### src/rtl/loc_sequencer_pkg.sv
// Shared definitions for the localization sequencer: state encoding,
// default timing constants and datapath/counter widths.
package loc_sequencer_pkg;

    typedef enum logic [2:0] {
        S_IDLE    = 3'd0,
        S_CAPTURE = 3'd1,
        S_FFT     = 3'd2,
        S_DETECT  = 3'd3,
        S_WEIGHT  = 3'd4,
        S_DONE    = 3'd5,
        S_ERROR   = 3'd6
    } state_t;

    localparam int STRETCH_CYC_DEF = 16;
    localparam int TIMEOUT_CYC_DEF = 2097152;
    localparam int DOA_W           = 8;
    localparam int STRETCH_W       = 5;
    localparam int TIMEOUT_W       = 22;
    localparam int FRAME_CNT_W     = 16;

endpackage

### src/rtl/loc_sequencer_if.sv
// Control/status bundle between the HPS-side controller and the
// localization sequencer.
//   master : HPS/test side, drives requests and stage-done pulses
//   slave  : sequencer side, drives capture/FFT starts and status
interface loc_sequencer_if;
    import loc_sequencer_pkg::*;

    logic                   start;
    logic                   continuous;
    logic                   abort;
    logic                   irq_clr;
    logic                   frame_ready;
    logic                   fftdone;
    logic                   detectdone;
    logic                   weightdone;
    logic [DOA_W-1:0]       doa_x_in;
    logic [DOA_W-1:0]       doa_y_in;
    logic                   capture_go;
    logic                   fft_go;
    logic                   busy;
    logic [2:0]             state_o;
    logic [DOA_W-1:0]       doa_x;
    logic [DOA_W-1:0]       doa_y;
    logic [FRAME_CNT_W-1:0] frame_cnt;
    logic                   timeout_err;
    logic                   irq;

    modport master (
        output start, continuous, abort, irq_clr, frame_ready,
               fftdone, detectdone, weightdone, doa_x_in, doa_y_in,
        input  capture_go, fft_go, busy, state_o, doa_x, doa_y,
               frame_cnt, timeout_err, irq
    );

    modport slave (
        input  start, continuous, abort, irq_clr, frame_ready,
               fftdone, detectdone, weightdone, doa_x_in, doa_y_in,
        output capture_go, fft_go, busy, state_o, doa_x, doa_y,
               frame_cnt, timeout_err, irq
    );

endinterface

### src/rtl/loc_sequencer_pulse_stretch.sv
// pulse_stretch: loadable down-counter whose registered level output is
// high exactly while the count is nonzero. Used to hold a request long
// enough for a slower clock domain to sample it.
//   clk, rst_n : clock, async active-low reset
//   load       : load load_val into the counter
//   clear      : force the counter to zero (wins over load)
//   load_val   : stretch length in clk cycles
//   level      : registered (count != 0)
module pulse_stretch #(
    parameter int W = 5
) (
    input  logic         clk,
    input  logic         rst_n,
    input  logic         load,
    input  logic         clear,
    input  logic [W-1:0] load_val,
    output logic         level
);

    logic [W-1:0] cnt, cnt_next;

    always_comb begin
        cnt_next = cnt;
        if (clear)
            cnt_next = '0;
        else if (load)
            cnt_next = load_val;
        else if (cnt != '0)
            cnt_next = cnt - 1'b1;
    end

    // level tracks the next count so it is registered yet equal to
    // (cnt != 0) in every cycle.
    always_ff @(posedge clk or negedge rst_n) begin
        if (!rst_n) begin
            cnt   <= '0;
            level <= 1'b0;
        end else begin
            cnt   <= cnt_next;
            level <= (cnt_next != '0);
        end
    end

endmodule

### src/rtl/loc_sequencer.sv
// loc_sequencer: sequences one localization pass
// CAPTURE -> FFT -> DETECT -> WEIGHT -> DONE, with optional back-to-back
// passes, a per-stage timeout into ERROR, abort, and a sticky irq.
//   clk, rst_n : 50 MHz clock, async active-low reset
//   bus        : loc_sequencer_if.slave control/status bundle
module loc_sequencer
    import loc_sequencer_pkg::*;
#(
    parameter int STRETCH_CYC = STRETCH_CYC_DEF,
    parameter int TIMEOUT_CYC = TIMEOUT_CYC_DEF
) (
    input  logic             clk,
    input  logic             rst_n,
    loc_sequencer_if.slave   bus
);

    state_t               state, state_next;
    logic [TIMEOUT_W-1:0] tcnt, tcnt_next;
    logic                 stretch_load, stretch_clear, stretch_active;
    logic                 waiting, timed_out;
    logic                 fft_go_r, timeout_err_r, irq_r;
    logic [DOA_W-1:0]     doa_x_r, doa_y_r;
    logic [FRAME_CNT_W-1:0] frame_cnt_r;

    assign waiting   = (state == S_CAPTURE) || (state == S_FFT) ||
                       (state == S_DETECT)  || (state == S_WEIGHT);
    assign timed_out = waiting && (tcnt == TIMEOUT_W'(TIMEOUT_CYC - 1));

    pulse_stretch #(.W(STRETCH_W)) u_stretch (
        .clk      (clk),
        .rst_n    (rst_n),
        .load     (stretch_load),
        .clear    (stretch_clear),
        .load_val (STRETCH_W'(STRETCH_CYC)),
        .level    (stretch_active)
    );

    // Next state. Abort overrides everything; a timeout overrides a
    // coincident stage-done pulse. Done pulses are only looked at in the
    // state waiting for them, so strays are dropped.
    always_comb begin
        state_next   = state;
        stretch_load = 1'b0;
        if (bus.abort) begin
            state_next = S_IDLE;
        end else begin
            case (state)
                S_IDLE: if (bus.start) begin
                    state_next   = S_CAPTURE;
                    stretch_load = 1'b1;
                end
                S_CAPTURE: begin
                    if (timed_out)
                        state_next = S_ERROR;
                    else if (!stretch_active && bus.frame_ready)
                        state_next = S_FFT;
                end
                S_FFT: begin
                    if (timed_out)         state_next = S_ERROR;
                    else if (bus.fftdone)  state_next = S_DETECT;
                end
                S_DETECT: begin
                    if (timed_out)            state_next = S_ERROR;
                    else if (bus.detectdone)  state_next = S_WEIGHT;
                end
                S_WEIGHT: begin
                    if (timed_out)            state_next = S_ERROR;
                    else if (bus.weightdone)  state_next = S_DONE;
                end
                S_DONE: begin
                    if (bus.continuous) begin
                        state_next   = S_CAPTURE;
                        stretch_load = 1'b1;
                    end else begin
                        state_next = S_IDLE;
                    end
                end
                S_ERROR: if (bus.start) begin
                    state_next   = S_CAPTURE;
                    stretch_load = 1'b1;
                end
                default: state_next = S_IDLE;
            endcase
        end
    end

    // Stretch only survives while we stay in (or enter) CAPTURE.
    assign stretch_clear = bus.abort || (state_next != S_CAPTURE);

    always_comb begin
        tcnt_next = '0;
        if (!bus.abort && (state_next == state) && waiting)
            tcnt_next = tcnt + 1'b1;
    end

    always_ff @(posedge clk or negedge rst_n) begin
        if (!rst_n) begin
            state         <= S_IDLE;
            tcnt          <= '0;
            fft_go_r      <= 1'b0;
            doa_x_r       <= '0;
            doa_y_r       <= '0;
            frame_cnt_r   <= '0;
            timeout_err_r <= 1'b0;
            irq_r         <= 1'b0;
        end else begin
            state    <= state_next;
            tcnt     <= tcnt_next;
            fft_go_r <= (state_next == S_FFT) && (state != S_FFT);

            if (state == S_WEIGHT && state_next == S_DONE) begin
                doa_x_r     <= bus.doa_x_in;
                doa_y_r     <= bus.doa_y_in;
                frame_cnt_r <= frame_cnt_r + 1'b1;
            end

            if (state_next == S_ERROR && state != S_ERROR)
                timeout_err_r <= 1'b1;
            else if (state == S_ERROR && state_next == S_CAPTURE)
                timeout_err_r <= 1'b0;

            // Set beats clear so a coincident irq_clr cannot lose an event.
            if (state == S_DONE || (state_next == S_ERROR && state != S_ERROR))
                irq_r <= 1'b1;
            else if (bus.irq_clr)
                irq_r <= 1'b0;
        end
    end

    assign bus.capture_go  = stretch_active;
    assign bus.fft_go      = fft_go_r;
    assign bus.busy        = waiting;
    assign bus.state_o     = state;
    assign bus.doa_x       = doa_x_r;
    assign bus.doa_y       = doa_y_r;
    assign bus.frame_cnt   = frame_cnt_r;
    assign bus.timeout_err = timeout_err_r;
    assign bus.irq         = irq_r;

endmodule

### src/flat_wrapper.sv
// flat-port wrapper written by rule: the top's interface ports become plain ports
module loc_sequencer_flat import loc_sequencer_pkg::*;
#(
    parameter int STRETCH_CYC = STRETCH_CYC_DEF,
    parameter int TIMEOUT_CYC = TIMEOUT_CYC_DEF
)
  (clk, rst_n, bus_start, bus_continuous, bus_abort, bus_irq_clr, bus_frame_ready, bus_fftdone, bus_detectdone, bus_weightdone, bus_doa_x_in, bus_doa_y_in, bus_capture_go, bus_fft_go, bus_busy, bus_state_o, bus_doa_x, bus_doa_y, bus_frame_cnt, bus_timeout_err, bus_irq);
  loc_sequencer_if bus_i ();
  input  logic clk;
  input  logic rst_n;
  input wire logic [$bits(bus_i.start)-1:0] bus_start;
  input wire logic [$bits(bus_i.continuous)-1:0] bus_continuous;
  input wire logic [$bits(bus_i.abort)-1:0] bus_abort;
  input wire logic [$bits(bus_i.irq_clr)-1:0] bus_irq_clr;
  input wire logic [$bits(bus_i.frame_ready)-1:0] bus_frame_ready;
  input wire logic [$bits(bus_i.fftdone)-1:0] bus_fftdone;
  input wire logic [$bits(bus_i.detectdone)-1:0] bus_detectdone;
  input wire logic [$bits(bus_i.weightdone)-1:0] bus_weightdone;
  input wire logic [$bits(bus_i.doa_x_in)-1:0] bus_doa_x_in;
  input wire logic [$bits(bus_i.doa_y_in)-1:0] bus_doa_y_in;
  output wire logic [$bits(bus_i.capture_go)-1:0] bus_capture_go;
  output wire logic [$bits(bus_i.fft_go)-1:0] bus_fft_go;
  output wire logic [$bits(bus_i.busy)-1:0] bus_busy;
  output wire logic [$bits(bus_i.state_o)-1:0] bus_state_o;
  output wire logic [$bits(bus_i.doa_x)-1:0] bus_doa_x;
  output wire logic [$bits(bus_i.doa_y)-1:0] bus_doa_y;
  output wire logic [$bits(bus_i.frame_cnt)-1:0] bus_frame_cnt;
  output wire logic [$bits(bus_i.timeout_err)-1:0] bus_timeout_err;
  output wire logic [$bits(bus_i.irq)-1:0] bus_irq;
  assign bus_i.start = bus_start;
  assign bus_i.continuous = bus_continuous;
  assign bus_i.abort = bus_abort;
  assign bus_i.irq_clr = bus_irq_clr;
  assign bus_i.frame_ready = bus_frame_ready;
  assign bus_i.fftdone = bus_fftdone;
  assign bus_i.detectdone = bus_detectdone;
  assign bus_i.weightdone = bus_weightdone;
  assign bus_i.doa_x_in = bus_doa_x_in;
  assign bus_i.doa_y_in = bus_doa_y_in;
  assign bus_capture_go = bus_i.capture_go;
  assign bus_fft_go = bus_i.fft_go;
  assign bus_busy = bus_i.busy;
  assign bus_state_o = bus_i.state_o;
  assign bus_doa_x = bus_i.doa_x;
  assign bus_doa_y = bus_i.doa_y;
  assign bus_frame_cnt = bus_i.frame_cnt;
  assign bus_timeout_err = bus_i.timeout_err;
  assign bus_irq = bus_i.irq;
  loc_sequencer #(.STRETCH_CYC(STRETCH_CYC), .TIMEOUT_CYC(TIMEOUT_CYC)) u_core (.clk(clk), .rst_n(rst_n), .bus(bus_i));
endmodule
### config.mk
export PLATFORM = sky130hd
export DESIGN_NAME = loc_sequencer_flat
export DESIGN_NICKNAME = d
export VERILOG_FILES = /design/src/rtl/loc_sequencer_pkg.sv /design/src/rtl/loc_sequencer_if.sv /design/src/rtl/loc_sequencer_pulse_stretch.sv /design/src/rtl/loc_sequencer.sv /design/src/flat_wrapper.sv
export SDC_FILE = /design/constraint.sdc
export NUM_CORES = 1
export LEC_CHECK = 0
export BUFFER_PORTS_ARGS = -buffer_cell sky130_fd_sc_hd__buf_2
export CORE_UTILIZATION = 50
export DETAILED_ROUTE_END_ITERATION = 8
export PLACE_DENSITY = 0.76
export SYNTH_ARGS = -nofsm -noshare
export SYNTH_HDL_FRONTEND = slang
export SYNTH_SLANG_ARGS = --single-unit
### constraint.sdc
create_clock -name clk -period 2.2 [get_ports clk]
set_input_delay 0.66 -clock clk [delete_from_list [all_inputs] [get_ports clk]]
set_output_delay 0.66 -clock clk [all_outputs]
set_load 0.05 [all_outputs]
==> impl_metrics.yaml, run 1 <==
outcome:
  status: "finished, violations left"
  violations: "setup timing"
setup_path:
  crit_fanout: 16
  worstReg2RegEnd: "u_core.tcnt[2]"
  worstPathRequired_ns: 2.43
  r2r_cells: 8
  endpoint_kind: "flip-flop"
  setup.worst_path.start_class: "flip-flop"
  worstSetupPathType: "flip-flop to flip-flop"
  crit_arrival_ns: 2.45
  r2r_slack_ns: -0.02
  reg2reg_from: "u_core.tcnt[1]"
worst_hold_path:
  min_path_type: "input pin to asynchronous set/reset pin"
clocking:
  clock-root-buffer: "clkbuf_8"
  tritoncts: "done"
  cts_made_buffers: 9
  clock_latency_ns: 0.34
  clk_pin_slew_ns: 0.08
  cts_hold_repair.buffers: 0
  clockBufferDepth: 2
  clock-sinks: 66
  htreeDepth: 3
die:
  initial_core_util: 0.521
  core_um2: 6390
  num_io_pins: 66
  num_rows: 29
  design.die.area_um2: 6990
  die_w_um: 83.6
  die-height_um: 83.6
sta:
  finalClockSkew_ns: 0.0124
  slew_viol_final: 0
  setup_ws_ns: -0.0225
  rsz0062_at_grt: "true"
  max_freq_mhz: 450
  tightest_slew_ns: 0.521
  hold_viol_final: 0
  setup_viol: 15
  post-route-period-util: 1.01
  fin_crit_ns: 2.22
  slew_headroom: 0.653
finish:
  register_area_um2: 1660
  syn_to_final_growth_pct: 24.8
  nFillCells: 495
  nNetsFinal: 413
  drive_above_1_share: 0.411
  multi_input_area_um2: 1630
  stdcell_area_um2: 4160
  diodes: 0
synth:
  synth.area.top_cells: "dfrtp_1 50%, xnor2_1 5.8%, mux2_1 5.8%, xor2_1 4.2%, nor2_2 3.8%"
  yosysMostFrequentCell: "dfrtp_1"
  ys_seq_elements: 66
  async_flop_share: 1.00
  yosysUniqueCellTypes: 52
  synth_area_per_cell_um2: 11.3
  ys_seq_area_frac: 0.496
  synth_top_area_share: 0.496
  synth_top_family_by_area: "simple AND/OR/NAND/NOR gates"
  synth_area_leader_cell: "dfrtp_1"
  syn-cell-area_um2: 3330
  synth-adder-area-share: 0.0113
  synthMuxAreaShare: 0.0635
  ys_warn_count: 0
  synth_top_flop_cell: "dfrtp_1"
  ys_top_cells_by_count: "66 x dfrtp_1, 24 x nor2_1, 22 x xnor2_1, 20 x nor2_2, 17 x mux2_1"
  synth_simple_gate_area_frac: 0.232
  synth-edff-count: 0
  synth-xor-area-share: 0.100
  syn_inst: 294
  synth-compound-area-share: 0.0635
  synthesis.nets: 323
detailed_routing:
  via_count: 2502
  via_per_inst: 5.37
  drtAntennaViolNets: 0
  drt-total-wl_um: 6870
  drt-initial-drc-count: 112
  wire_per_inst_um: 14.7
  first_pass_iters: 4
  route.detailed.drc: 0
pwr:
  pwr_density_cell_nw_per_um2: 697
  peakVddDrop_uv: 527
  leakagePower_uw: 0.00204
  power.total_uw: 2900
placement:
  dp_hpwl_um: 4790
  place_area_um2: 3860
  globalplace.congestion: 0.874
  portBuffers: 65
  dp_worst_setup_slack_ns: -0.0858
global_routing:
  grt_max_degree: 42
  grt_pass1_wl_um: 11400
  antenna_found_initial: 0
  grt_pass1_vias: 2488
  grt.overflow.total: 0
  grt_usage: 0.205
run:
  maxCapViolations: 0
==> worst max path at each step <==
stage	start	to	cells past startpoint
2_1_floorplan	u_core.bus.state_o[1]	u_core.tcnt[7]	9
3_3_place_gp	u_core.tcnt[1]	u_core.bus.irq	7
4_1_cts	u_core.tcnt[0]	u_core.tcnt[21]	9
6_report	u_core.tcnt[1]	u_core.tcnt[2]	8
3_5_place_dp	u_core.tcnt[1]	u_core.bus.irq	7
5_1_grt	u_core.tcnt[1]	u_core.tcnt[21]	8
==> metal layers <==
metal  part of all wire  wire length [µm]  global-route usage
met2               0.53              3650               0.342
met4              0.012                82              0.0755
met1               0.42              2880               0.263
met3              0.038               258              0.0465
met5                  0                 0                   0
==> where the power goes <==
| group | switching [µW] | internal, µW |
|---|---|---|
| clock | 497 | 648 |
| sequential | 32.6 | 1250 |
| combinational | 312 | 155 |
| total | 841 | 2050 |
==> final cells by class <==
class	instances	share of cell area
timing repair buffer	88	0.125
clock buffer	9	0.0298
sequential	66	0.399
inverter	7	0.00632
tap	77	0.0232
clock inverter	7	0.0241
multi-input combinational	212	0.393
==> critical path, stage by stage (launching register included) <==
cell and delay [ns]:
dfrtp_1 0.40, ha_4 0.17, nand3_4 0.09, or4_4 0.59
o21ai_4 0.23, nor4_2 0.08, o211ai_2 0.28, buf_12 0.21
nor2_1 0.06
==> cells by family (layout without fill, tap and decap cells) <==
| logic type | after synthesis | in the layout |
|---|---|---|
| compound gates | 25 | 25 |
| simple gates | 127 | 127 |
| fa+ha+maj | 3 | 3 |
| flops | 66 | 66 |
| buf+inv | 16 | 111 |
| mux | 19 | 19 |
| xor+xnor | 38 | 38 |
==> layout by cell type, fill, tap and decap left out, types with 2 or more instances in the layout <==
master     instances
inv_6              2
a21o_1             2
nand2b_1           5
nor2_2            20
nor2_1            23
dfrtp_2            5
nor3b_1            3
clkinv_4           2
xor2_1            16
clkbuf_8           9
ha_1               2
and2b_2            2
nand3_1           16
bufinv_16          2
nand4_1            7
a31oi_1            2
xnor2_1           21
inv_1              7
a21oi_1            6
nand3_4            2
nand2_1           15
or4_4              2
mux2_1            17
buf_6              2
dfrtp_1           61
nor3_1             6
and3_1             5
a221oi_2           2
nor2b_1            4
buf_2             65
mux2i_1            2
nor3_2             2
buf_4             20
==> flip-flops by register name (all words and copies together), names as in the netlist <==
signal	flops
u_core.bus.doa_x	8
u_core.bus.doa_y	8
u_core.bus.fft_go	1
u_core.bus.frame_cnt	16
u_core.bus.irq	1
u_core.bus.state_o	3
u_core.bus.timeout_err	1
u_core.tcnt	22
u_core.u_stretch.cnt	5
u_core.u_stretch.level	1
==> through the flow <==
step / TNS [ns] / cells / util / hold slack (ns)
after floorplan: -1.12 / 294 / - / 0.364
after global placement: -0.130 / 449 / 0.605 / 0.460
after detailed placement: -1.63 / 449 / 0.605 / 0.461
after CTS: 0 / 465 / 0.642 / 0.307
after global routing: -1.83 / 466 / 0.651 / 0.333
final: -0.130 / 466 / 0.651 / 0.310
==> timing repair <==
action | in CTS | in global routing
gates resized for setup | 5 | 8
setup endpoints to repair | 45 | 49
gates cloned | 0 | 0
setup buffers | 0 | 2
pin swaps | 3 | 7
No activity file was read; power rests on OpenSTA's default activity.
==> run 2: changes to the inputs <==
Settings changed: CORE_ASPECT_RATIO set to 0.8, CORE_UTILIZATION 50 to 36, PLACE_DENSITY 0.76 to 0.58.
==> run 2 against run 1 <==
  * The flow now finishes without violations
  * Critical path depth grew 2
  * Utilization shrank 12 points
  * Count of clock-buffer cells in the layout is the same
  * Maximum frequency grew 2.3%
  * Sequential share of layout area shrank 4.0 points
  * Worst setup slack gained 0.049 ns
  * Wire length grew 2.8%
  * Highest routed layer unchanged
==> impl_metrics.yaml, run 2 (synthesis gave the netlist of run 1 again) <==
outcome:
  status: "finished clean"
clocking:
  clockBufferDepth: 2
  clock-sinks: 66
  cts_made_buffers: 9
  tritoncts: "done"
  clock_latency_ns: 0.33
  htreeDepth: 3
  clock-root-buffer: "clkbuf_16"
  clk_pin_slew_ns: 0.06
setup_path:
  path_delay_family: "compound AO/OA/AOI/OAI gates"
  cpMaxStageDelayCell: "dfrtp_2"
  crit_arrival_ns: 2.44
  cp.depth: 10
  r2r_slack_ns: 0.03
  worstSetupPathType: "flip-flop to flip-flop"
  worstPathRequired_ns: 2.47
  critPathLaunch: "u_core.bus.state_o[1]"
  setup.worst_path.start_class: "flip-flop"
  cp_common_cell: "nor2_4"
  reg2reg_from: "u_core.bus.state_o[1]"
  cp_slowest_stage_delay_ns: 0.44
  worst-path-buf-inv: 3
  crit_path_end: "u_core.tcnt[12]"
  r2r_cells: 10
  crit_fanout: 5
  worstReg2RegEnd: "u_core.tcnt[12]"
  crit_chain: "buf_12 -> o21a_4 -> nor2_4 -> and4b_4 -> o21ai_4 -> a221oi_2 -> o211ai_2 -> buf_6 -> clkbuf_16 -> nor2_4"
  endpoint_kind: "flip-flop"
detailed_routing:
  route.detailed.drc: 0
  drt-total-wl_um: 7060
  via_count: 2490
  via_per_inst: 4.80
  first_pass_iters: 4
  drt-initial-drc-count: 150
  wire_per_inst_um: 13.6
  drtAntennaViolNets: 0
finish:
  postLayoutCoreUtil: 0.531
  fin_cells: 519
  nFillCells: 773
  nNetsFinal: 431
  largest_reg_flops: 22
  layout_commonest_cell: "buf_2"
  stdcell_area_um2: 4620
  diodes: 0
  syn_to_final_growth_pct: 38.8
  drive_above_1_share: 0.457
  final_cell_mix: "65 x buf_2, 61 x dfrtp_1, 31 x buf_4, 22 x xnor2_1, 20 x nor2_1"
  regMostFlops: "u_core.tcnt"
sta:
  setup_viol: 0
  max_freq_mhz: 460
  setup_ws_ns: 0.0266
  fin_crit_ns: 2.17
  post-route-period-util: 0.988
  finalClockSkew_ns: 0.00678
  slew_headroom: 0.764
  tns_ns: 0
  tightest_slew_ns: 0.352
  rsz0062_at_grt: "true"
  hold_viol_final: 0
  slew_viol_final: 0
pwr:
  peakVddDrop_uv: 565
  pwr_density_cell_nw_per_um2: 706
  leakagePower_uw: 0.00220
global_routing:
  grt_pass1_vias: 2336
  grt_max_degree: 35
  grt_pass1_wl_um: 11200
  grt_usage: 0.154
  grt.overflow.total: 0
  antenna_found_initial: 0
die:
  initial_core_util: 0.382
  die-height_um: 88
  design.die.area_um2: 9640
  die_w_um: 110
  core_um2: 8710
  num_io_pins: 66
  num_rows: 30
run:
  maxCapViolations: 0
placement:
  portBuffers: 65
  globalplace.congestion: 0.799
  dp.cells: 488
  place_area_um2: 3960
  dp_worst_setup_slack_ns: -0.0779
  dp_hpwl_um: 4830
worst_hold_path:
  min_path_type: "input pin to asynchronous set/reset pin"
-- run 2: cell types whose count changed in the layout (fill, tap and decap cells not counted), moves of 3 or more --
cell       change
clkbuf_8       -9
buf_4         +11
buf_12         +3
nor2_4        +12
clkbuf_16     +11
nor2_1         -3
nor2_2         -9
-- run 2: per-stage QoR --
| step | hold slack, ns | power, µW |
|---|---|---|
| after CTS | 0.217 | 3250 |
| after detailed placement | 0.469 | 1770 |
| final | 0.218 | 3260 |
| after floorplan | 0.364 | 1620 |
| after global placement | 0.459 | 1770 |
| after global routing | 0.224 | 3410 |
-- run 2: worst min-delay path by stage --
stage	from	depth (start not counted)	to	slack [ns]
2_1_floorplan	rst_n	0	u_core.bus.doa_x[0]	0.36
3_3_place_gp	u_core.bus.frame_cnt[15]	1	u_core.bus.frame_cnt[15]	0.46
3_5_place_dp	u_core.bus.frame_cnt[15]	1	u_core.bus.frame_cnt[15]	0.47
4_1_cts	rst_n	1	u_core.bus.frame_cnt[13]	0.22
5_1_grt	rst_n	1	u_core.bus.frame_cnt[13]	0.22
6_report	rst_n	1	u_core.bus.frame_cnt[13]	0.22
-- run 2: power breakdown --
| group | internal [µW] | switching (µW) |
|---|---|---|
| combinational | 196 | 338 |
| sequential | 1250 | 28.3 |
| clock | 886 | 560 |
-- run 2: what timing repair did --
action                                  in CTS  in global routing
pin swaps                                    2                 12
gates resized for setup                      3                 37
endpoints found under the hold margin        0                  0
setup buffers                                0                 12
endpoints found under the setup margin      41                 51
gates cloned                                 0                  3
hold buffers                                 0                  0
-- run 2: worst reg2reg max path: stages (launching register included) --
cell and delay (ns):
dfrtp_2 0.44, buf_12 0.14, o21a_4 0.20, nor2_4 0.12
and4b_4 0.32, o21ai_4 0.09, a221oi_2 0.30, o211ai_2 0.12
buf_6 0.15, clkbuf_16 0.17, nor2_4 0.07
-- run 2: area by class of cell --
type / count / area [µm²] / share of cell area
inverter: 7 / 26.3 / 0.00569
clock buffer: 9 / 225 / 0.0487
clock inverter: 7 / 78.8 / 0.0171
sequential: 66 / 1660 / 0.359
tap: 112 / 140 / 0.0303
multi-input combinational: 212 / 1760 / 0.380
timing repair buffer: 106 / 737 / 0.159
-- run 2: layer usage --
metal | routed length [µm] | global-route usage
met1 | 3460 | 0.208
met2 | 3160 | 0.230
met5 | 0 | 0
met3 | 348 | 0.0499
met4 | 86 | 0.0582
==> run 3: changes to the inputs <==
Settings changed: CELL_PAD_IN_SITES_DETAIL_PLACEMENT set to 1, CELL_PAD_IN_SITES_GLOBAL_PLACEMENT set to 2, CORE_UTILIZATION 36 to 32, CTS_CLUSTER_DIAMETER set to 200, PLACE_DENSITY 0.58 to 0.75.
==> run 3 against run 2 <==
  * Maximum frequency is 2.8% higher
  * Sequential power hardly changed
  * Non-clock buffer count is 7 lower
  * Clock skew is 0.0027 ns higher
  * Combinational power is 4.9% lower
  * Flip-flop and latch count stayed put
  * Hold slack better by 0.076 ns
  * Clock power hardly changed
  * Critical endpoint is now bus_busy
  * Largest cell class unchanged
  * Largest power group unchanged
==> impl_metrics.yaml, run 3 (synthesis gave the netlist of run 1 again) <==
die:
  die-height_um: 93.2
  design.die.area_um2: 10800
  initial_core_util: 0.337
  num_io_pins: 66
  num_rows: 32
  die_w_um: 116
  core_um2: 9890
setup_path:
  r2r_cells: 8
  reg2reg_from: "u_core.bus.state_o[2]"
  endpoint_kind: "output pin"
  worstPathRequired_ns: 1.54
  crit_fanout: 9
  setup.worst_path.start_class: "flip-flop"
  worstReg2RegEnd: "u_core.tcnt[21]"
  r2r_slack_ns: 0.09
  worstSetupPathType: "flip-flop to output pin"
  crit_arrival_ns: 1.45
global_routing:
  busiest_layer: "met2"
  grt_pass1_vias: 2529
  antenna_found_initial: 0
  grt.overflow.total: 0
  grt_pass1_wl_um: 12800
  grt_max_degree: 28
  grt_use_met2: 0.232
  grt_usage: 0.156
  met1_usage: 0.212
  grt_util_met3: 0.0531
detailed_routing:
  wire_per_inst_um: 14.5
  first_pass_iters: 4
  drt-total-wl_um: 7750
  via_count: 2503
  drt-initial-drc-count: 57
  drtAntennaViolNets: 0
  via_per_inst: 4.67
  route.detailed.drc: 0
placement:
  dp_worst_setup_slack_ns: -0.125
  place_area_um2: 4010
  dp_hpwl_um: 5600
  portBuffers: 65
  globalplace.congestion: 0.788
outcome:
  status: "finished clean"
finish:
  layout_commonest_cell: "buf_2"
  postLayoutCoreUtil: 0.449
  drive_above_1_share: 0.438
  stdcell_area_um2: 4440
  final_cell_mix: "65 x buf_2, 62 x dfrtp_1, 31 x buf_4, 22 x nor2_1, 22 x xnor2_1"
  nNetsFinal: 424
  largest_reg_flops: 22
  regMostFlops: "u_core.tcnt"
  diodes: 0
  syn_to_final_growth_pct: 33.3
sta:
  tightest_slew_ns: 0.517
  post-route-period-util: 0.961
  hold_viol_final: 0
  setup_viol: 0
  setup_ws_ns: 0.0862
  rsz0062_at_grt: "true"
  fin_crit_ns: 2.11
  finalClockSkew_ns: 0.00949
  slew_headroom: 0.655
  max_freq_mhz: 473
  slew_viol_final: 0
clocking:
  tritoncts: "done"
  cts_made_buffers: 9
  clock_latency_ns: 0.33
  clockBufferDepth: 2
  htreeDepth: 3
  clock-sinks: 66
  clk_pin_slew_ns: 0.06
  cts_hold_repair.buffers: 0
  clock-root-buffer: "clkbuf_16"
run:
  maxCapViolations: 0
pwr:
  peakVddDrop_uv: 304
  pwr_density_cell_nw_per_um2: 728
  leakagePower_uw: 0.00212
worst_hold_path:
  min_path_type: "input pin to asynchronous set/reset pin"
-- run 3: area by class of cell --
type / instances / area, µm²
fillers: 1099 / 5450
multi-input cells: 212 / 1660
flip-flops and latches: 66 / 1660
repair buffers: 99 / 618
clock buffers: 9 / 225
well taps: 136 / 170
clock inverters: 7 / 77.6
inverters: 7 / 26.3
-- run 3: report_power, final --
part	total, µW	leakage (µW)	internal (µW)	switching, µW
Clock	1430	0.000146	885	548
Sequential	1290	0.000906	1250	35.0
Combinational	508	0.00107	184	324
Total	3230	0.00212	2320	907
-- run 3: through the flow --
stage	total power (µW)	hold slack, ns	cells	setup TNS (ns)
CTS	3270	0.298	530	0
floorplan	1620	0.364	294	-1.12
detailed placement	1790	0.467	514	-2.34
global route	3390	0.314	536	-0.104
global placement	1790	0.458	514	-0.721
finish	3230	0.295	536	0
-- run 3: layer usage --
metal	routed length [µm]	vias to the layer above	share of wire
met4	38	0	0.0049
met5	0	-	0
met2	3500	57	0.45
met1	3800	1226	0.49
li1	-	1218	-
met3	401	2	0.052
-- run 3: worst max-delay path by stage --
stage,startpoint,to,slack (ns),cells after the start
6_report,u_core.bus.state_o[1],bus_busy,0.09,3
5_1_grt,u_core.bus.state_o[2],u_core.tcnt[2],-0.03,8
4_1_cts,u_core.tcnt[0],u_core.tcnt[2],0.02,9
3_5_place_dp,bus_abort,u_core.bus.frame_cnt[15],-0.13,9
3_3_place_gp,u_core.tcnt[1],u_core.bus.irq,-0.05,7
2_1_floorplan,u_core.bus.state_o[1],u_core.tcnt[7],-0.07,9
-- run 3: critical path, cell delays in order, from the launching register on --
cell     delay (ns)
dfrtp_2        0.50
o21a_1         0.25
nor2_4         0.11
buf_2          0.27
-- run 3: what timing repair did --
action / CTS / global route
hold endpoints to repair: 0 / 0
pin swaps: 3 / 6
setup endpoints to repair: 49 / 37
gates cloned: 0 / 0
resized for setup: 6 / 13
setup buffers: 0 / 6
